<file path="config.mk">
export PLATFORM = sky130hd
export DESIGN_NAME = sgpio_master
export DESIGN_NICKNAME = d
export VERILOG_FILES = /design/src/rtl/sgpio_pkg.sv /design/src/rtl/sgpio_clk_gen.sv /design/src/rtl/sgpio_master.sv
export SDC_FILE = /design/constraint.sdc
export NUM_CORES = 1
export LEC_CHECK = 0
export CORE_ASPECT_RATIO = 0.5
export CORE_MARGIN = 2
export CORE_UTILIZATION = 45
export DETAILED_ROUTE_END_ITERATION = 10
export GPL_TIMING_DRIVEN = 1
export HOLD_SLACK_MARGIN = 0.1
export MAX_ROUTING_LAYER = met4
export PLACE_DENSITY = 0.69
export SYNTH_ARGS = -nofsm -noshare
export SYNTH_HDL_FRONTEND = slang
export SYNTH_HIERARCHICAL = 1
export SYNTH_SLANG_ARGS = --single-unit
export TNS_END_PERCENT = 1
</file>
<file path="constraint.sdc">
create_clock -name i_clk -period 2.3 [get_ports i_clk]
set_input_delay 0.23 -clock i_clk [delete_from_list [all_inputs] [get_ports i_clk]]
set_output_delay 0.23 -clock i_clk [all_outputs]
set_load 0.02 [all_outputs]
</file>
<file path="src/rtl/sgpio_pkg.sv">
// Shared types and default constants for the SGPIO master.
package sgpio_pkg;

    typedef enum logic [1:0] {
        IDLE = 2'd0,
        SYNC = 2'd1,
        DATA = 2'd2
    } state_e;

    localparam int DEF_CLK_DIV   = 4;
    localparam int DEF_DATA_W    = 8;
    localparam int DEF_FRAME_LEN = DEF_DATA_W + 1;

    // One sync cycle followed by DATA_W data cycles.
    function automatic int frame_len(input int data_w);
        return data_w + 1;
    endfunction

endpackage

</file>
<file path="src/rtl/sgpio_clk_gen.sv">
// sclk divider: low half then high half, CLK_DIV i_clk cycles each, with rise/fall/sample strobes.
// SGPIO_MASTER_MISO_SYNC_EN delays the sample strobe by 2 i_clk to match the miso synchronizer.
module sgpio_clk_gen
    import sgpio_pkg::*;
#(
    parameter int CLK_DIV = DEF_CLK_DIV
) (
    input  logic i_clk,
    input  logic i_rstn,
    input  logic i_en,
    output logic o_sclk,
    output logic o_rise,
    output logic o_fall,
    output logic o_sample
);

    localparam int DIV_W = (CLK_DIV > 1) ? $clog2(CLK_DIV) : 1;

    if (CLK_DIV < 2 || CLK_DIV > 255) begin : g_bad_div
        $error("sgpio_clk_gen: CLK_DIV must be in 2..255");
    end

    logic [DIV_W-1:0] div_q, div_d;
    logic             sclk_q, sclk_d;
    logic             half_end;

    assign half_end = i_en && (div_q == DIV_W'(CLK_DIV - 1));

    // NOTE: every comb output gets a default first so no path leaves it unassigned (no latch).
    always_comb begin
        div_d  = div_q;
        sclk_d = sclk_q;
        if (!i_en) begin
            div_d  = '0;
            sclk_d = 1'b0;
        end else if (half_end) begin
            div_d  = '0;
            sclk_d = ~sclk_q;
        end else begin
            div_d  = div_q + DIV_W'(1);
        end
    end

    // NOTE: sequential state uses non-blocking assignments so all flops update together.
    always_ff @(posedge i_clk or negedge i_rstn) begin
        if (!i_rstn) begin
            div_q  <= '0;
            sclk_q <= 1'b0;
        end else begin
            div_q  <= div_d;
            sclk_q <= sclk_d;
        end
    end

    assign o_sclk = sclk_q;
    assign o_rise = half_end && !sclk_q;
    assign o_fall = half_end && sclk_q;

`ifdef SGPIO_MASTER_MISO_SYNC_EN
    if (CLK_DIV < 3) begin : g_bad_sync_div
        $error("sgpio_clk_gen: CLK_DIV must be >= 3 with the miso synchronizer");
    end

    logic [1:0] smp_q;

    always_ff @(posedge i_clk or negedge i_rstn) begin
        if (!i_rstn) smp_q <= '0;
        else         smp_q <= {smp_q[0], o_fall};
    end

    assign o_sample = smp_q[1];
`else
    assign o_sample = o_fall;
`endif

endmodule

</file>
<file path="src/rtl/sgpio_master.sv">
// SGPIO link master: frame FSM, tx/rx shift registers and LED word capture.
// Optional SGPIO_MASTER_MISO_SYNC_EN adds a 2-flop synchronizer on i_miso (requires CLK_DIV >= 3).
module sgpio_master
    import sgpio_pkg::*;
#(
    parameter int CLK_DIV = DEF_CLK_DIV,
    parameter int DATA_W  = DEF_DATA_W
) (
    input  logic              i_clk,
    input  logic              i_rstn,
    input  logic              i_en,
    input  logic [DATA_W-1:0] i_user_sw,
    output logic [DATA_W-1:0] o_user_led,
    output logic              o_user_led_valid,
    output logic              o_frame_done,
    output logic              o_sclk,
    output logic              o_sync,
    output logic              o_mosi,
    input  logic              i_miso
);

    localparam int CNT_W = $clog2(frame_len(DATA_W));

    state_e            state_q, state_d;
    logic [CNT_W-1:0]  bit_q, bit_d;
    logic [DATA_W-1:0] tx_q, tx_d, rx_q, rx_d, led_q, led_d;
    logic              valid_q, valid_d, done_q, done_d;
    logic              take_q, take_d, last_q, last_d;
    logic              clk_en, rise, fall, sample, miso_s;

    sgpio_clk_gen #(.CLK_DIV(CLK_DIV)) u_clk_gen (
        .i_clk    (i_clk),
        .i_rstn   (i_rstn),
        .i_en     (clk_en),
        .o_sclk   (o_sclk),
        .o_rise   (rise),
        .o_fall   (fall),
        .o_sample (sample)
    );

`ifdef SGPIO_MASTER_MISO_SYNC_EN
    logic miso_meta_q, miso_sync_q;

    always_ff @(posedge i_clk or negedge i_rstn) begin
        if (!i_rstn) begin
            miso_meta_q <= 1'b0;
            miso_sync_q <= 1'b0;
        end else begin
            miso_meta_q <= i_miso;
            miso_sync_q <= miso_meta_q;
        end
    end

    assign miso_s = miso_sync_q;
`else
    assign miso_s = i_miso;
`endif

    always_ff @(posedge i_clk or negedge i_rstn) begin
        if (!i_rstn) begin
            state_q <= IDLE;
            bit_q   <= '0;
            tx_q    <= '0;
            rx_q    <= '0;
            led_q   <= '0;
            valid_q <= 1'b0;
            done_q  <= 1'b0;
            take_q  <= 1'b0;
            last_q  <= 1'b0;
        end else begin
            state_q <= state_d;
            bit_q   <= bit_d;
            tx_q    <= tx_d;
            rx_q    <= rx_d;
            led_q   <= led_d;
            valid_q <= valid_d;
            done_q  <= done_d;
            take_q  <= take_d;
            last_q  <= last_d;
        end
    end

    always_comb begin
        state_d = state_q;
        bit_d   = bit_q;
        tx_d    = tx_q;
        rx_d    = rx_q;
        led_d   = led_q;
        valid_d = valid_q;
        done_d  = 1'b0;
        take_d  = take_q;
        last_d  = last_q;

        case (state_q)
            IDLE: begin
                if (i_en) begin
                    state_d = SYNC;
                    bit_d   = '0;
                    tx_d    = i_user_sw;
                end
            end
            SYNC: begin
                if (fall) begin
                    state_d = DATA;
                    bit_d   = CNT_W'(1);
                end
            end
            DATA: begin
                if (fall) begin
                    if (bit_q == CNT_W'(DATA_W)) begin
                        bit_d   = '0;
                        state_d = i_en ? SYNC : IDLE;
                        if (i_en) tx_d = i_user_sw;
                    end else begin
                        bit_d = bit_q + CNT_W'(1);
                        tx_d  = tx_q >> 1;
                    end
                end
            end
            default: state_d = IDLE;
        endcase

        // Tag each sclk cycle at its rise so a (possibly delayed) sample knows which bit it holds.
        if (rise) begin
            take_d = (bit_q < CNT_W'(DATA_W));
            last_d = (bit_q == CNT_W'(DATA_W - 1));
        end

        if (sample && take_q) begin
            rx_d = {miso_s, rx_q[DATA_W-1:1]};
            if (last_q) begin
                led_d   = rx_d;
                valid_d = 1'b1;
                done_d  = 1'b1;
            end
        end
    end

    always_comb begin
        clk_en = (state_q != IDLE);
        o_sync = (state_q == SYNC);
        o_mosi = (state_q == DATA) && tx_q[0];
    end

    assign o_user_led       = led_q;
    assign o_user_led_valid = valid_q;
    assign o_frame_done     = done_q;

endmodule

</file>
==> qor.yml, run 1 <==
finalSetupViolCount: 0
grt_pass1_wl_mm: 5.02
run_status: "complete, no violations"
vias: 1067
finalCritPeriodShare_pct: 92.4
cp-end-kind: "primary output"
seq_area_frac_synth_pct: 53.9
postCtsHoldBufs: 0
skew_ns: 0.00489
num-fill-cells: 305
htreeDepth: 2
diodes: 0
ys_types: 35
pin_count: 25
max_cap_viol_count: 0
drive_gt1_share_pct: 23.5
hold_violations: 0
design.core.area_sq_um: 3490
comb_power_share_pct: 32.2
clock_latency_ns: 0.29
syn_area_sq_um: 1670
hold_class: "input port to async pin"
relSlewSlack_pct: 58.0
nNetsFinal: 181
remaining_drc_errors: 0
p_total_mw: 2.02
synth_nets: 151
overflow: 0
seq_power_share_pct: 40.9
tritoncts: "yes"
dp_hpwl_mm: 2.00
routabilityCongestion: 0.813
routed_wl_mm: 2.88
clockRootBuffer: "clkbuf_8"
cp.required_ns: 2.07
rsz0062_at_grt: "no"
grt_max_degree: 37
critPathKind: "flop to primary output"
clk_pin_slew_ns: 0.07
clkPwrFrac_pct: 26.9
vias_per_cell: 5.01
grt_pass1_vias: 1019
p_int_mw: 1.40
routedWlPerCell_microns: 13.5
reg2reg_to: "state_q[0]"
drt_iter0_markers: 34
port_buffers: 24
yosys_register_bits: 36
dieWidth_microns: 90.2
switching_power_uw: 619
yosysWarnings: 6
cp_max_fo: 12
antenna_found_initial: 0
power_leakage_nw: 0.963
tightest_slew_ns: 0.625
avgSynthCellArea_sq_um: 12.8
grt.total_usage_pct: 16.6
switching_share_pct: 30.6
p_per_area_nw_per_um2: 973
area_growth_pct: 24.3
cts-resized-gates: 0
start_util_pct: 47.8
clock.fmax_mhz: 471
worstRegToRegCells: 7
drt_pre_antenna_iters: 4
min_period_ns: 2.12
final.setup.tns_ns: 0
die-area_sq_um: 4240
reg2reg_slack_ns: 0.23
postCtsSetupRepairBufs: 0
slew_viol_final: 0
row_count: 15
fp.dieH_microns: 47.1
startpoint_type: "flop"
cts_buffers: 5
ir_drop_v: 0.000420
arrival_ns: 1.89
clk_path_buf_depth: 2
ant_nets: 0
netlist_instances: 131
clock_sinks: 36
r2r_start: "state_q[0]"
[sequential cells by signal, indices dropped and copies added (netlist names)]
name	cells
bit_q	4
last_q	1
o_frame_done	1
o_user_led	8
o_user_led_valid	1
rx_q	7
state_q	2
take_q	1
tx_q	8
u_clk_gen/div_q	2
u_clk_gen/o_sclk	1
[cells in the final DEF, fill, tap and decap left out, types with 2 or more instances in the layout]
cell,count
ha_1,7
o21ai_0,4
o221a_2,6
nor2_1,4
mux2_2,16
nand3_1,2
a32o_1,2
clkbuf_8,5
dfrtp_1,36
nand2_1,6
nand2b_1,7
and2_1,2
and3_1,2
inv_1,10
o22ai_1,2
nor2b_1,2
clkdlybuf4s50_1,24
nor3_4,2
[cells by family after synthesis]
group	after synthesis	synth area share, %
multiplexers	17	11.4
buffers and inverters	12	3.15
XOR/XNOR	1	0.524
adder cells (fa/ha/maj)	8	5.99
flip-flops	36	53.9
AO/OA/AOI/OAI	22	11.4
AND/OR/NAND/NOR	35	13.6
[critical path, stage by stage (launching register included)]
cell and delay (ns):
dfrtp_1 0.42, inv_1 0.12, ha_2 0.31, and2_1 0.16, clkdlybuf4s50_1 0.60
[layer usage]
metal / GRT usage (%) / share of wire (%)
met1: 21.0 / 48
met2: 25.6 / 46
met3: 4.49 / 4.1
met4: 8.31 / 1.6
met5: - / 0
[worst max-delay path by stage]
stage / start / endpoint / slack (ns)
floorplan: state_q[0] / o_user_led[0] / 0.44
global placement: state_q[0] / state_q[0] / 0.33
detailed placement: state_q[0] / bit_q[2] / 0.27
CTS: state_q[0] / o_mosi / 0.04
global route: state_q[0] / bit_q[3] / 0.02
finish: state_q[0] / o_mosi / 0.18
[final cells by class]
type	instances	area [sq um]	share of cell area [%]
Sequential cell	36	901	43.4
Multi-Input combinational cell	83	719	34.6
Timing Repair Buffer	25	248	11.9
Clock buffer	6	72.6	3.49
Tap cell	51	63.8	3.07
Inverter	10	37.5	1.81
Clock inverter	2	35.0	1.69
[synth_stat cells]
master     instances  area (sq um)
and2_4             1          8.76
a32o_1             2          20.0
xor2_1             1          8.76
nand3b_1           1          7.51
a2bb2oi_1          1          8.76
o211ai_1           1          7.51
or4b_1             1          10.0
nor2b_1            2          12.5
nand4b_1           1          8.76
and2_1             2          12.5
inv_1             10          37.5
a31o_2             1          8.76
nor3_4             2          32.5
dfrtp_1           36           901
o221a_2            6          67.6
o21ai_0            4          20.0
o21ba_4            1          16.3
nand2b_1           7          43.8
o22ai_1            2          12.5
and3b_2            1          10.0
o21a_1             1          7.51
nor2_1             4          15.0
and3_1             2          12.5
nor3b_1            1          7.51
nand3_1            2          10.0
mux2i_1            1          10.0
and3_2             1          7.51
nand2_1            6          22.5
o22a_1             1          8.76
nand4_1            1          6.26
o21ai_1            1          5.00
buf_4              2          15.0
mux2_2            16           180
ha_1               8           100
a21o_1             1          7.51
[stage by stage]
step	instances	instance area [sq um]	setup slack [ns]	utilization, %	hold slack (ns)
floorplan	131	1670	0.443	-	-0.0656
global placement	205	1970	0.328	56.3	0.441
detailed placement	205	1970	0.270	56.3	0.440
CTS	213	2070	0.0425	59.4	0.369
global route	213	2080	0.0197	59.5	0.404
finish	213	2080	0.176	59.5	0.359
[power by group through the flow]
stage          clock network (mW)  registers (mW)  logic [mW]
3_3_place_gp                    0           0.832       0.634
4_1_cts                     0.562           0.828       0.654
3_5_place_dp                    0           0.837       0.649
6_report                    0.544           0.827       0.650
5_1_grt                     0.583           0.846       0.728
2_1_floorplan                   0           0.823       0.497
No activity file was read; power rests on OpenSTA's default activity.
==> run 2: changes to the inputs <==
--- a/config.mk
+++ b/config.mk
@@ -9,7 +9,6 @@
 export CORE_MARGIN = 2
 export CORE_UTILIZATION = 45
 export DETAILED_ROUTE_END_ITERATION = 10
-export GPL_TIMING_DRIVEN = 1
 export HOLD_SLACK_MARGIN = 0.1
 export MAX_ROUTING_LAYER = met4
 export PLACE_DENSITY = 0.69
==> results of run 2 <==
The final DEF is identical to that of run 1; final timing and power are the same.
==> run 3: changes to the inputs <==
--- a/config.mk
+++ b/config.mk
@@ -9,9 +9,10 @@
 export CORE_MARGIN = 2
 export CORE_UTILIZATION = 45
 export DETAILED_ROUTE_END_ITERATION = 10
+export DONT_BUFFER_PORTS = 1
 export HOLD_SLACK_MARGIN = 0.1
 export MAX_ROUTING_LAYER = met4
-export PLACE_DENSITY = 0.69
+export PLACE_DENSITY = 0.61
 export SYNTH_ARGS = -nofsm -noshare
 export SYNTH_HDL_FRONTEND = slang
 export SYNTH_HIERARCHICAL = 1
==> run 3 against run 2 <==
  * Critical path depth rose by 4
  * Sequential share of layout area up 5.0 points
  * Clock power decreased by 14%
  * Routed wire length down 4.2%
  * Critical endpoint is now bit_q[2]
==> qor.yml, run 3 (synthesis results as in run 1) <==
num-fill-cells: 310  # +1.6%
cts_buffers: 5  # unchanged
diodes: 0  # unchanged
finalSetupViolCount: 0  # unchanged
clock_latency_ns: 0.28  # about the same
path_delay_family: "simple AND/OR/NAND/NOR gates"
fp.dieH_microns: 47.1  # unchanged
run_status: "complete, no violations"
arrival_ns: 2.24  # +0.35 ns
drt_pre_antenna_iters: 4  # unchanged
remaining_drc_errors: 0  # unchanged
vias: 1007  # -5.6%
antenna_found_initial: 0  # unchanged
slowest_stage: "dfrtp_1"
drive_gt1_share_pct: 26.2  # +2.8 points
row_count: 15  # unchanged
max_cap_viol_count: 0  # unchanged
clockRootBuffer: "clkbuf_8"
skew_ns: 0.00400  # -0.000892 ns
grt_max_degree: 37  # unchanged
layout_common_cells: "dfrtp_1, mux2_2, inv_1"
grt_pass1_wl_mm: 4.57  # -8.9%
placed_cell_area_sq_um: 1720  # -13%
p_per_area_nw_per_um2: 1010  # +4.1%
grt_pass1_vias: 991  # -2.7%
nNetsFinal: 160  # -12%
dp_hpwl_mm: 1.94  # -3.2%
relSlewSlack_pct: 63.2  # +5.2 points
final.setup.tns_ns: 0  # unchanged
pin_count: 25  # unchanged
drt_iter0_markers: 51  # +50%
fin_area_sq_um: 1860  # -10%
overflow: 0  # unchanged
min_period_ns: 2.07  # -0.0538 ns
clock_sinks: 36  # unchanged
routedWlPerCell_microns: 14.4  # +6.2%
htreeDepth: 2  # unchanged
tightest_slew_ns: 0.548  # -0.0773 ns
clk_path_buf_depth: 2  # unchanged
start_util_pct: 47.8  # unchanged
finalCritPeriodShare_pct: 90.0  # -2.3 points
startpoint_type: "flop"
clock.fmax_mhz: 483  # +2.6%
slew_viol_final: 0  # unchanged
dieWidth_microns: 90.2  # unchanged
multi_input_area_sq_um: 717  # -0.35%
ant_nets: 0  # unchanged
routabilityCongestion: 0.791  # -2.7%
cp_max_fo: 8  # -4
cts-resized-gates: 0  # unchanged
rsz0062_at_grt: "no"
design.core.area_sq_um: 3490  # unchanged
crit_path_max_incr_delay_ns: 0.40  # -0.20 ns
seq_area_sq_um: 901  # unchanged
critPathKind: "flop to flop"
cp_num_buf_inv: 2  # unchanged
area_growth_pct: 11.5
layout_commonest_cell: "dfrtp_1"
vias_per_cell: 5.24  # +4.7%
hold_violations: 0  # unchanged
cp.required_ns: 2.47  # +0.40 ns
cp-end-kind: "flop"
cpMostUsedCell: "inv_1"
reg2reg_slack_ns: 0.23  # about the same
cp_cell_sequence: "inv_1, ha_1, inv_1, and3_2, o21ba_4, nor3_4, o21ai_0, a32o_1"
clk_pin_slew_ns: 0.07  # about the same
power_leakage_nw: 0.883  # -8.3%
die-area_sq_um: 4240  # unchanged
port_buffers: 0  # -100%
routed_wl_mm: 2.76  # -4.2%
tritoncts: "yes"
hold_class: "input port to flop"
ir_drop_v: 0.000512  # +22%
grt.total_usage_pct: 15.1  # -1.5 points
## run 3: metal layers
layer  vias to the layer above  global-route usage, %  part of all wire (%)
met3                         2                   6.42                   7.8
li1                        483                      -                     -
met4                         0                   5.54                  0.29
met1                       491                   17.9                    49
met5                         -                      -                     0
met2                        31                   23.8                    43
## run 3: final cells by class
type / count / share of cell area (%)
clock buffer: 7 / 4.63
inverter: 10 / 2.01
tap: 51 / 3.43
timing repair buffer: 4 / 2.69
sequential: 36 / 48.4
multi-input combinational: 83 / 38.5
clock inverter: 1 / 0.403
## run 3: worst reg2reg max path, delay by kind of cell (launching register included)
family                   cells  cell delay [ns]
AND/OR/NAND/NOR              2             0.56
AO/OA/AOI/OAI                3             0.56
flip-flops                   1             0.40
adder cells (fa/ha/maj)      1             0.23
buffers and inverters        2             0.21
## run 3: report_power, final
| group | internal (mW) | switching [mW] |
|---|---|---|
| sequential | 0.754 | 0.0763 |
| combinational | 0.284 | 0.305 |
| clock | 0.243 | 0.224 |
| total | 1.28 | 0.606 |
## run 3: through the flow
stage | cells | setup WS [ns] | util, % | power (mW) | hold slack, ns
floorplan | 131 | 0.443 | - | 1.32 | -0.0656
global placement | 180 | 0.299 | 49.2 | 1.41 | -0.0650
detailed placement | 180 | 0.221 | 49.2 | 1.42 | -0.0651
CTS | 192 | 0.214 | 53.4 | 1.91 | 0.132
global route | 192 | 0.0273 | 53.4 | 2.02 | 0.132
finish | 192 | 0.230 | 53.4 | 1.89 | 0.143
## run 3: path summary, 6_finish.rpt
check | startpoint | to | cells after the start
max in group asynchronous | i_rstn | o_frame_done | 2
worst max register to register | state_q[0] | bit_q[2] | 8
worst max-delay path | state_q[0] | bit_q[2] | 8
min in group asynchronous | i_rstn | tx_q[7] | 2
worst min-delay path | i_user_sw[1] | tx_q[1] | 1
worst min register to register | u_clk_gen/div_q[0] | u_clk_gen/div_q[0] | 1
## run 3: timing repair
item / CTS / global route
hold buffers: 4 / 0
endpoints found under the hold margin: 39 / 0
setup buffers: 0 / 0
